<file path="src/rtl/seq_alu_pkg.sv">
// Shared op codes, FSM state type and the single-cycle base ALU function for seq_alu.
// The base ALU works on 64-bit sign-extended operands so one function serves any XLEN <= 64.
package seq_alu_pkg;

  localparam logic [4:0] OP_ADD    = 5'b00000;
  localparam logic [4:0] OP_ADDO   = 5'b00001;
  localparam logic [4:0] OP_SUB    = 5'b00010;
  localparam logic [4:0] OP_SUBO   = 5'b00011;
  localparam logic [4:0] OP_AND    = 5'b00100;
  localparam logic [4:0] OP_OR     = 5'b00101;
  localparam logic [4:0] OP_XOR    = 5'b00110;
  localparam logic [4:0] OP_NOR    = 5'b00111;
  localparam logic [4:0] OP_SLTU   = 5'b01000;
  localparam logic [4:0] OP_SLT    = 5'b01001;
  localparam logic [4:0] OP_SLL    = 5'b01100;
  localparam logic [4:0] OP_SRL    = 5'b01101;
  localparam logic [4:0] OP_SRA    = 5'b01110;

  localparam logic [4:0] OP_MUL    = 5'b10000;
  localparam logic [4:0] OP_MULH   = 5'b10001;
  localparam logic [4:0] OP_MULHSU = 5'b10010;
  localparam logic [4:0] OP_MULHU  = 5'b10011;
  localparam logic [4:0] OP_DIV    = 5'b10100;
  localparam logic [4:0] OP_DIVU   = 5'b10101;
  localparam logic [4:0] OP_REM    = 5'b10110;
  localparam logic [4:0] OP_REMU   = 5'b10111;

  typedef enum logic [1:0] {
    ST_IDLE = 2'd0,
    ST_BUSY = 2'd1,
    ST_DONE = 2'd2
  } state_e;

  // Operands must arrive sign-extended from xlen bits; only the low xlen result bits are meaningful.
  // Sign extension keeps both signed and unsigned ordering intact, so SLT/SLTU compare all 64 bits.
  function automatic logic [64:0] alu_base(input logic [63:0] a, input logic [63:0] b,
                                           input logic [4:0] op, input int unsigned xlen);
    logic [63:0] res;
    logic [63:0] sum;
    logic [63:0] dif;
    logic [63:0] mask;
    logic [5:0]  msb;
    logic [5:0]  sh;
    logic        ovf;
    msb  = 6'(xlen - 1);
    sh   = b[5:0] & msb;
    mask = (xlen >= 64) ? '1 : ((64'd1 << xlen) - 64'd1);
    sum  = a + b;
    dif  = a - b;
    ovf  = 1'b0;
    res  = a;
    case (op)
      OP_ADD:  res = sum;
      OP_ADDO: begin
        res = sum;
        ovf = (a[msb] == b[msb]) && (sum[msb] != a[msb]);
      end
      OP_SUB:  res = dif;
      OP_SUBO: begin
        res = dif;
        ovf = (a[msb] != b[msb]) && (dif[msb] != a[msb]);
      end
      OP_AND:  res = a & b;
      OP_OR:   res = a | b;
      OP_XOR:  res = a ^ b;
      OP_NOR:  res = ~(a | b);
      OP_SLTU: res = {63'd0, (a < b)};
      OP_SLT:  res = {63'd0, ($signed(a) < $signed(b))};
      OP_SLL:  res = a << sh;
      // The upper copies of the sign must not shift down into the result.
      OP_SRL:  res = (a & mask) >> sh;
      OP_SRA:  res = 64'($signed(a) >>> sh);
      default: res = a;
    endcase
    return {ovf, res};
  endfunction

endpackage

</file>
<file path="src/rtl/seq_alu_md_iter.sv">
// Iterative RV32M engine: radix-2 shift-add multiply and restoring divide over XLEN cycles.
// Operands become magnitudes on start; the sign fix-up is applied to the final iteration's value.
module seq_alu_md_iter
  import seq_alu_pkg::*;
#(
  parameter int XLEN = 32
) (
  input  logic            clk,
  input  logic            rst_n,
  input  logic            start,
  input  logic [2:0]      op,
  input  logic [XLEN-1:0] a,
  input  logic [XLEN-1:0] b,
  output logic            done,
  output logic [XLEN-1:0] result
);

  localparam int CW = $clog2(XLEN);

  logic              run_q, run_d;
  logic [CW-1:0]     cnt_q, cnt_d;
  logic [2*XLEN-1:0] acc_q, acc_d;
  logic [XLEN-1:0]   m_q, m_d;
  logic [2:0]        op_q, op_d;
  logic              neg_q, neg_d;
  logic              nega_q, nega_d;

  logic              is_div, sa_en, sb_en, sa, sb;
  logic [XLEN-1:0]   ma, mb;
  logic [XLEN:0]     mul_sum, div_t, div_diff;
  logic              div_ge;
  logic [2*XLEN-1:0] mul_next, div_next, step_next, prod_f;
  logic [XLEN-1:0]   quo, rem;

  always_comb begin
    is_div = op[2];
    sa_en  = is_div ? ~op[0] : (op[1:0] != 2'b11);
    sb_en  = is_div ? ~op[0] : ~op[1];
    sa     = sa_en & a[XLEN-1];
    sb     = sb_en & b[XLEN-1];
    ma     = sa ? (~a + 1'b1) : a;
    mb     = sb ? (~b + 1'b1) : b;

    // acc holds {partial product, multiplier} or {partial remainder, dividend/quotient}.
    mul_sum  = {1'b0, acc_q[2*XLEN-1:XLEN]} + (acc_q[0] ? {1'b0, m_q} : '0);
    mul_next = {mul_sum, acc_q[XLEN-1:1]};
    div_t    = {acc_q[2*XLEN-1:XLEN], acc_q[XLEN-1]};
    div_diff = div_t - {1'b0, m_q};
    div_ge   = ~div_diff[XLEN];
    div_next = {(div_ge ? div_diff[XLEN-1:0] : div_t[XLEN-1:0]), acc_q[XLEN-2:0], div_ge};
    step_next = op_q[2] ? div_next : mul_next;

    prod_f = neg_q ? (~step_next + 1'b1) : step_next;
    quo    = step_next[XLEN-1:0];
    rem    = step_next[2*XLEN-1:XLEN];
    case (op_q)
      3'b000:                 result = prod_f[XLEN-1:0];
      3'b001, 3'b010, 3'b011: result = prod_f[2*XLEN-1:XLEN];
      3'b100, 3'b101:         result = neg_q ? (~quo + 1'b1) : quo;
      default:                result = nega_q ? (~rem + 1'b1) : rem;
    endcase

    done = run_q && (cnt_q == '0);

    run_d  = run_q;
    cnt_d  = cnt_q;
    acc_d  = acc_q;
    m_d    = m_q;
    op_d   = op_q;
    neg_d  = neg_q;
    nega_d = nega_q;
    if (start) begin
      run_d  = 1'b1;
      cnt_d  = CW'(XLEN - 1);
      op_d   = op;
      neg_d  = sa ^ sb;
      nega_d = sa;
      m_d    = is_div ? mb : ma;
      acc_d  = {{XLEN{1'b0}}, (is_div ? ma : mb)};
    end else if (run_q) begin
      acc_d = step_next;
      if (cnt_q == '0) run_d = 1'b0;
      else             cnt_d = cnt_q - 1'b1;
    end
  end

  always_ff @(posedge clk or negedge rst_n) begin
    if (!rst_n) begin
      run_q  <= 1'b0;
      cnt_q  <= '0;
      acc_q  <= '0;
      m_q    <= '0;
      op_q   <= '0;
      neg_q  <= 1'b0;
      nega_q <= 1'b0;
    end else begin
      run_q  <= run_d;
      cnt_q  <= cnt_d;
      acc_q  <= acc_d;
      m_q    <= m_d;
      op_q   <= op_d;
      neg_q  <= neg_d;
      nega_q <= nega_d;
    end
  end

endmodule

</file>
<file path="src/rtl/seq_alu.sv">
// Handshaked EX-stage ALU; RV32M multiply/divide is built only when SEQ_ALU_MD_EN is defined.
// state   | meaning
// IDLE    | no op held, ready to accept
// BUSY    | iterative M op running in seq_alu_md_iter
// DONE    | result registered and presented on out_*
module seq_alu
  import seq_alu_pkg::*;
#(
  parameter int XLEN = 32
) (
  input  logic            clk,
  input  logic            rst_n,
  input  logic            flush,
  input  logic            in_valid,
  output logic            in_ready,
  input  logic [4:0]      in_op,
  input  logic [XLEN-1:0] in_a,
  input  logic [XLEN-1:0] in_b,
  output logic            out_valid,
  input  logic            out_ready,
  output logic [XLEN-1:0] out_result,
  output logic            out_zero,
  output logic            out_ovf,
  output logic            out_illegal
);

  state_e          state_q, state_d;
  logic [XLEN-1:0] res_q, res_d;
  logic            zero_q, zero_d;
  logic            ovf_q, ovf_d;
  logic            ill_q, ill_d;
  logic            accept, launch;
  logic [64:0]     base_r;

  assign base_r = alu_base(64'($signed(in_a)), 64'($signed(in_b)), in_op, unsigned'(XLEN));

  if (XLEN < 64) begin : g_base_hi
    logic unused_base_hi;
    assign unused_base_hi = ^base_r[63:XLEN];
  end

`ifdef SEQ_ALU_MD_EN
  localparam logic [XLEN-1:0] MOST_NEG = {1'b1, {(XLEN-1){1'b0}}};

  logic            md_start, md_done;
  logic [XLEN-1:0] md_result;
  logic            is_div, b_zero, div_ovf;

  assign is_div  = in_op[2];
  assign b_zero  = (in_b == '0);
  assign div_ovf = ~in_op[0] && (in_a == MOST_NEG) && (&in_b);

  seq_alu_md_iter #(.XLEN(XLEN)) u_md (
    .clk    (clk),
    .rst_n  (rst_n),
    .start  (md_start),
    .op     (in_op[2:0]),
    .a      (in_a),
    .b      (in_b),
    .done   (md_done),
    .result (md_result)
  );
`endif

  assign in_ready = (state_q == ST_IDLE) || ((state_q == ST_DONE) && out_ready);

  always_comb begin
    state_d = state_q;
    res_d   = res_q;
    ovf_d   = ovf_q;
    ill_d   = ill_q;
    launch  = 1'b0;
    accept  = in_valid && in_ready && !flush;
`ifdef SEQ_ALU_MD_EN
    md_start = 1'b0;
`endif

    case (state_q)
      ST_IDLE: launch = accept;
`ifdef SEQ_ALU_MD_EN
      ST_BUSY: begin
        if (md_done) begin
          state_d = ST_DONE;
          res_d   = md_result;
          ovf_d   = 1'b0;
          ill_d   = 1'b0;
        end
      end
`endif
      ST_DONE: begin
        if (out_ready) begin
          state_d = ST_IDLE;
          launch  = accept;
        end
      end
      default: state_d = ST_IDLE;
    endcase

    if (launch) begin
      state_d = ST_DONE;
      ovf_d   = 1'b0;
      ill_d   = 1'b0;
      if (!in_op[4]) begin
        res_d = base_r[XLEN-1:0];
        ovf_d = base_r[64];
      end else begin
`ifdef SEQ_ALU_MD_EN
        // Divide corner cases bypass the iteration entirely.
        if (is_div && b_zero) begin
          res_d = in_op[1] ? in_a : '1;
        end else if (is_div && div_ovf) begin
          res_d = in_op[1] ? '0 : MOST_NEG;
        end else begin
          state_d  = ST_BUSY;
          md_start = 1'b1;
        end
`else
        res_d = '0;
        ill_d = 1'b1;
`endif
      end
    end

    if (flush) state_d = ST_IDLE;

    zero_d = (res_d == '0);
  end

  always_ff @(posedge clk or negedge rst_n) begin
    if (!rst_n) begin
      state_q <= ST_IDLE;
      res_q   <= '0;
      zero_q  <= 1'b0;
      ovf_q   <= 1'b0;
      ill_q   <= 1'b0;
    end else begin
      state_q <= state_d;
      res_q   <= res_d;
      zero_q  <= zero_d;
      ovf_q   <= ovf_d;
      ill_q   <= ill_d;
    end
  end

  assign out_valid   = (state_q == ST_DONE);
  assign out_result  = res_q;
  assign out_zero    = zero_q;
  assign out_ovf     = ovf_q;
  assign out_illegal = ill_q;

endmodule

</file>
<file path="config.mk">
export PLATFORM = sky130hd
export DESIGN_NAME = seq_alu
export DESIGN_NICKNAME = d
export VERILOG_FILES = /design/src/rtl/seq_alu_pkg.sv /design/src/rtl/seq_alu_md_iter.sv /design/src/rtl/seq_alu.sv
export SDC_FILE = /design/constraint.sdc
export NUM_CORES = 1
export LEC_CHECK = 0
export BUFFER_PORTS_ARGS = -buffer_cell sky130_fd_sc_hd__buf_2
export CAP_MARGIN = 40
export CORE_UTILIZATION = 30
export DETAILED_ROUTE_END_ITERATION = 12
export PLACE_DENSITY = 0.48
export RECOVER_POWER = 50
export SETUP_SLACK_MARGIN = 0.2
export SLEW_MARGIN = 20
export SYNTH_ARGS = -nofsm -noshare
export SYNTH_HDL_FRONTEND = slang
export SYNTH_SLANG_ARGS = --single-unit
</file>
<file path="constraint.sdc">
create_clock -name clk -period 5.3 [get_ports clk]
set_input_delay 0.265 -clock clk [delete_from_list [all_inputs] [get_ports clk]]
set_output_delay 0.265 -clock clk [all_outputs]
set_load 0.02 [all_outputs]
</file>
Word-level counts from Yosys, hierarchy flattened
Index checks and enable logic that the tools add are counted.

word-level totals
  flip-flop bits (word level) = 37
  word-level logic and storage cells = 60

cells by class
  reduce and logical (&&, ||, !) cells = 13
  order comparisons = 2
  add/sub/neg operators = 2
  multiplexer cells = 12
  shift-type cells = 3
  eq/ne operators = 19
  bitwise operators = 4

operator list
  kind                  count
  $pmux W32 S11         1
  $lt A64 B64 Y1        1
  $mux W32              2
  $shl A64 B5 Y32       1
  $add A32 B32 Y32      1
  $and A32 B32 Y32      1
  $logic_not A32 Y1     1
  $lt A32 B32 Y1        1
  $not A32 Y32          1
  $or A32 B32 Y32       1
  $shr A32 B5 Y32       1
  $sshr A32 B5 Y32      1
  $sub A32 B32 Y32      1
  $xor A32 B32 Y32      1
  $eq A5 B4 Y1 const B  5
  $eq A5 B3 Y1 const B  4
  $eq A5 B2 Y1 const B  2
  $mux W2               3
  $eq A5 B1 Y1 const B  1
  $logic_and A1 B1 Y1   5
  $logic_not A5 Y1      1
  $ne A4 B2 Y1 const B  1
  $pmux W1 S2           2
  $pmux W2 S2           1
  10 further kinds      15

Depth between registers and ports, before layout
  depth after elaboration = 9
  depth in mapped cells = 27
  depth with buffers taken out = 25

Worst setup path before layout
Ideal clock, no wire load.

  kind = in2reg
  start = input in_b[2]
  end = register zero_q, in the netlist out_zero
  library setup time = 0.072 ns
  data arrival time = 5.308 ns
  required time = 5.228 ns
  stages on the path = 27
  path slack = -0.080 ns
  buffers on the path = 4
  cells stage by stage = buf_2 buf_2 inv_1 clkbuf_1 clkbuf_1 ha_1 nor2b_1 o21ai_0 a211oi_1 nor2_1 a211oi_1 o2111ai_1 a21oi_1 nor2_1 o21ba_2 fa_1 nor2_1 o21ai_0 o21ai_0 a211oi_1 nand2_1 nor4_1 nor2_1 or4_1 nor4_1 nand4_1 nor2_1

on the way
  word-level cells in the longest chain between the ends = 6
  elaborated cells between the ends (all ways) = 15
  those cells by class = 2 x add/sub; 2 x order compare; 3 x shift; 3 x mux; 4 x bitwise; 1 x reduce/logical

ends and longest elaborated chain
  item                                                    line               source
  from (decl)                                             seq_alu.sv:18      input logic [XLEN-1:0] in_b,
  branches (longest 2 deep; another with $lt A64 B64 Y1)  -
  $pmux W32 S11 (*)                                       seq_alu_pkg.sv:52  case (op)
  $mux W32 (*)                                            seq_alu.sv:103     if (!in_op[4]) begin
  $mux W32 (*)                                            seq_alu.sv:99      if (launch) begin
  $logic_not A32 Y1 (*)                                   seq_alu.sv:126     zero_d = (res_d == '0);
  named net zero_d                                        seq_alu.sv:29      logic zero_q, zero_d;
  to (signal assigned)                                    seq_alu.sv:139     zero_q <= zero_d;
  to (decl)                                               seq_alu.sv:29

Mark *: on every way through the listed nets, which the timed path passes.
A chain may end at the register's enable or synchronous reset.

Worst setup path in the final report
  start = input in_a[11]
  end = register zero_q, in the netlist out_zero

on the way
  word-level cells in the longest chain between the ends = 6
  elaborated cells between the ends (all ways) = 15
  those cells by class = 2 x add/sub; 2 x order compare; 3 x shift; 3 x mux; 4 x bitwise; 1 x reduce/logical

ends and longest elaborated chain
  item                                                    line               source
  from (decl)                                             seq_alu.sv:17      input logic [XLEN-1:0] in_a,
  branches (longest 2 deep; another with $lt A64 B64 Y1)  -
  $pmux W32 S11 (*)                                       seq_alu_pkg.sv:52
  $mux W32 (*)                                            seq_alu.sv:103
  $mux W32 (*)                                            seq_alu.sv:99
  $logic_not A32 Y1 (*)                                   seq_alu.sv:126
  named net zero_d                                        seq_alu.sv:29

Marks and branches as above.

==> flow_summary_export.csv <==
group,metric,value,unit
run_status,status,"complete, but fails checks",
run_status,violations,"max-capacitance violations, max-slew violations",
critical_path,critPathMaxStageDelay,0.49,ns
yosys,synth_enable_flop_cells,0,
clocking,cts_buffers,5,
power,powerDensity,156,nW/um2
floorplanning,placeableCoreArea,40000,um2
worst_hold_path,hp-start,"flush",
critical_path,startpoint_type,"input pin",
yosys,synthDominantCellAreaShare,0.0991,
yosys,synth_warnings,0,
clocking,cts-root-buf,"clkbuf_16",
global_routing,grt_pass1_wl,103000,um
timing,setup_viol_count_final,0,
critical_path,cp-end-kind,"register",
drt,wl_per_cell,30.4,um
drt,drt_iter0_markers,2003,
timing,slew_headroom,-0.199,
timing,fmax,204,MHz
critical_path,path_class,"input pin to register",
global_routing,grt_usage,0.338,
yosys,async_flop_share,1.00,
drt,dr.pass1.iters,6,
floorplanning,design.die.area,41600,um2
yosys,avgSynthCellArea,7.07,um2
critical_path,r2r-start,"state_q[1]",
critical_path,critical_path_required,5.53,ns
yosys,synthFlopType,"dfrtp_1",
critical_path,crit_family,"simple AND/OR/NAND/NOR gates",
critical_path,cp_data_arrival_time,5.14,ns
yosys,synthTopCellsByArea,"ha_1 9.9%, dfrtp_1 7.4%, mux4_2 6.8%",
layout,final_cell_mix,"154 x nor2_1, 147 x nand2_1, 137 x buf_4",
timing,finalCritPeriodShare,0.925,
clocking,cts_tree,"yes",
yosys,yosysTopAreaCell,"ha_1",
layout,area_growth,14.9,%
placement,placed_cell_area,13900,um2
critical_path,crit_buf_inv,3,
floorplanning,pin_count,111,
floorplanning,rows,73,
placement,hpwl,56700,um
clocking,htree_levels,2,
global_routing,grt_max_degree,68,
critical_path,r2r_setup_slack,1.55,ns
timing,slew_violations,25,
timing,fin_skew,0.00538,ns
layout,final-instance-count-excl-fill,2364,
power,leakage,5.87,nW
drt,drcViolationCount,0,
drt,vias_per_cell,6.48,
floorplanning,die_h,204,um
placement,port_buffers,110,
placement,gp_routability_congestion,1.06,
worst_hold_path,hold_class,"input pin to register",
drt,vias,15300,
layout,final_common_cell,"nor2_1",
critical_path,worst_path_most_repeated_cell,"nor2_1",
clocking,clkLatencyLatePin,0.31,ns
yosys,yosys_register_bits,36,
clocking,clk_pin_slew,0.07,ns
yosys,seq_area_frac_synth,0.0736,
global_routing,grt.overflow.total,0,
timing,finalCriticalPeriod,4.90,ns
layout,stdcell_area,14100,um2
critical_path,slowest_stage,"or4_1",
yosys,synth.distinct_cells,92,
yosys,netlist_area,12200,um2
timing,hold_violations,0,
placement,place_inst,2353,
floorplanning,die_w,204,um
layout,fin_nets,2012,
yosys,syn-num-nets,1907,
global_routing,antenna_found_initial,1,
critical_path,cp-startpoint,"in_a[11]",
global_routing,grt_pass1_vias,14400,
timing,rsz0062_at_grt,"false",
layout,diodes,0,
power,irDropWorstVdd,0.0000941,V
floorplanning,initial_core_util,0.306,
yosys,synthCells,1733,
timing,tightest_slew,1.80,ns
clocking,cts.sinks,36,
drt,wirelength,71900,um
clocking,clockBufferDepth,2,
drt,antenna_left,0,
run,cap_viol_max_count,1,
layout,drive_above_1_share,0.186,
critical_path,crit_fanout,2,
[state kept, by name, indices dropped and copies added, names as in the netlist]
register / flops
out_illegal: 1
out_ovf: 1
out_result: 32
out_zero: 1
state_q: 1
[routing by layer]
layer  track usage  vias up  share of wire
li1              -     6692              -
met1         0.464     7542           0.42
met2         0.527      945           0.45
met3        0.0469      151          0.094
met4         0.141        0          0.044
met5             0        -              0
[kinds of logic (layout without fill, tap and decap cells)]
group	Yosys count	count (layout)	share of synthesized area
AOI/OAI and AO/OA	601	601	0.333
and+or+nand+nor	550	550	0.214
buffers and inverters	256	362	0.0849
muxes	142	142	0.157
adders and majority gates	100	100	0.104
xor gates and xnor gates	48	48	0.0343
DFF	36	36	0.0736
[Yosys cell counts (17+ instances only)]
master / instances
o211ai_1: 37
o31ai_1: 19
a31oi_1: 21
buf_2: 45
ha_1: 97
nor4_1: 17
clkbuf_1: 89
nand3_1: 48
o21ai_0: 125
mux4_2: 37
nor2_1: 156
nand2b_1: 18
a22oi_1: 22
nand4_1: 18
nor3_1: 57
or3_1: 21
a21oi_1: 134
dfrtp_1: 36
nor2b_1: 22
a211oi_1: 40
nand2_1: 147
inv_1: 100
mux2i_1: 77
o22ai_1: 19
xnor2_1: 43
mux2_2: 27
a21o_1: 24
[report_power, final]
part / internal (mW) / total [mW] / leakage, nW / switching [mW]
combinational: 0.524 / 1.52 / 5.32 / 1.00
sequential: 0.309 / 0.348 / 0.472 / 0.0382
clock: 0.174 / 0.325 / 0.0736 / 0.151
total: 1.01 / 2.20 / 5.87 / 1.19
[worst paths after layout]
path	to	cells after the start
max in group asynchronous	out_result[3]	3
worst max-delay path	out_zero	25
worst min register to register	out_result[24]	1
worst min-delay path	state_q[1]	2
min in group asynchronous	out_illegal	2
worst max register to register	out_zero	13
[stage by stage]
stage / util / power [mW] / hold WS, ns / setup TNS [ns] / setup slack, ns
4_1_cts: 0.351 / 2.15 / 0.114 / 0 / 0.215
5_1_grt: 0.352 / 2.28 / 0.131 / 0 / 0.218
3_5_place_dp: 0.347 / 1.82 / 0.187 / -0.191 / -0.191
6_report: 0.352 / 2.20 / 0.113 / 0 / 0.396
2_1_floorplan: - / 1.23 / -0.0306 / 0 / 0.201
3_3_place_gp: 0.345 / 1.82 / 0.428 / -0.133 / -0.133
[final cells by class]
| cell class | instances | area (um2) |
|---|---|---|
| fill | 4372 | 25900 |
| sequential | 36 | 901 |
| clock inverter | 3 | 18.8 |
| clock buffer | 5 | 125 |
| tap | 525 | 657 |
| inverter | 102 | 384 |
| multi-input combinational | 1441 | 10400 |
| timing repair buffer | 252 | 1620 |
[timing repair]
| action | 4_1_cts | 5_1_grt |
|---|---|---|
| resized for setup | 1 | 13 |
| hold endpoints to repair | 12 | 0 |
| setup endpoints to repair | 1 | 1 |
| pin swaps | 1 | 3 |
| setup buffers | 0 | 1 |
| hold buffers | 1 | 0 |
| gates cloned | 0 | 0 |
Power figures use the tool's default switching activity.
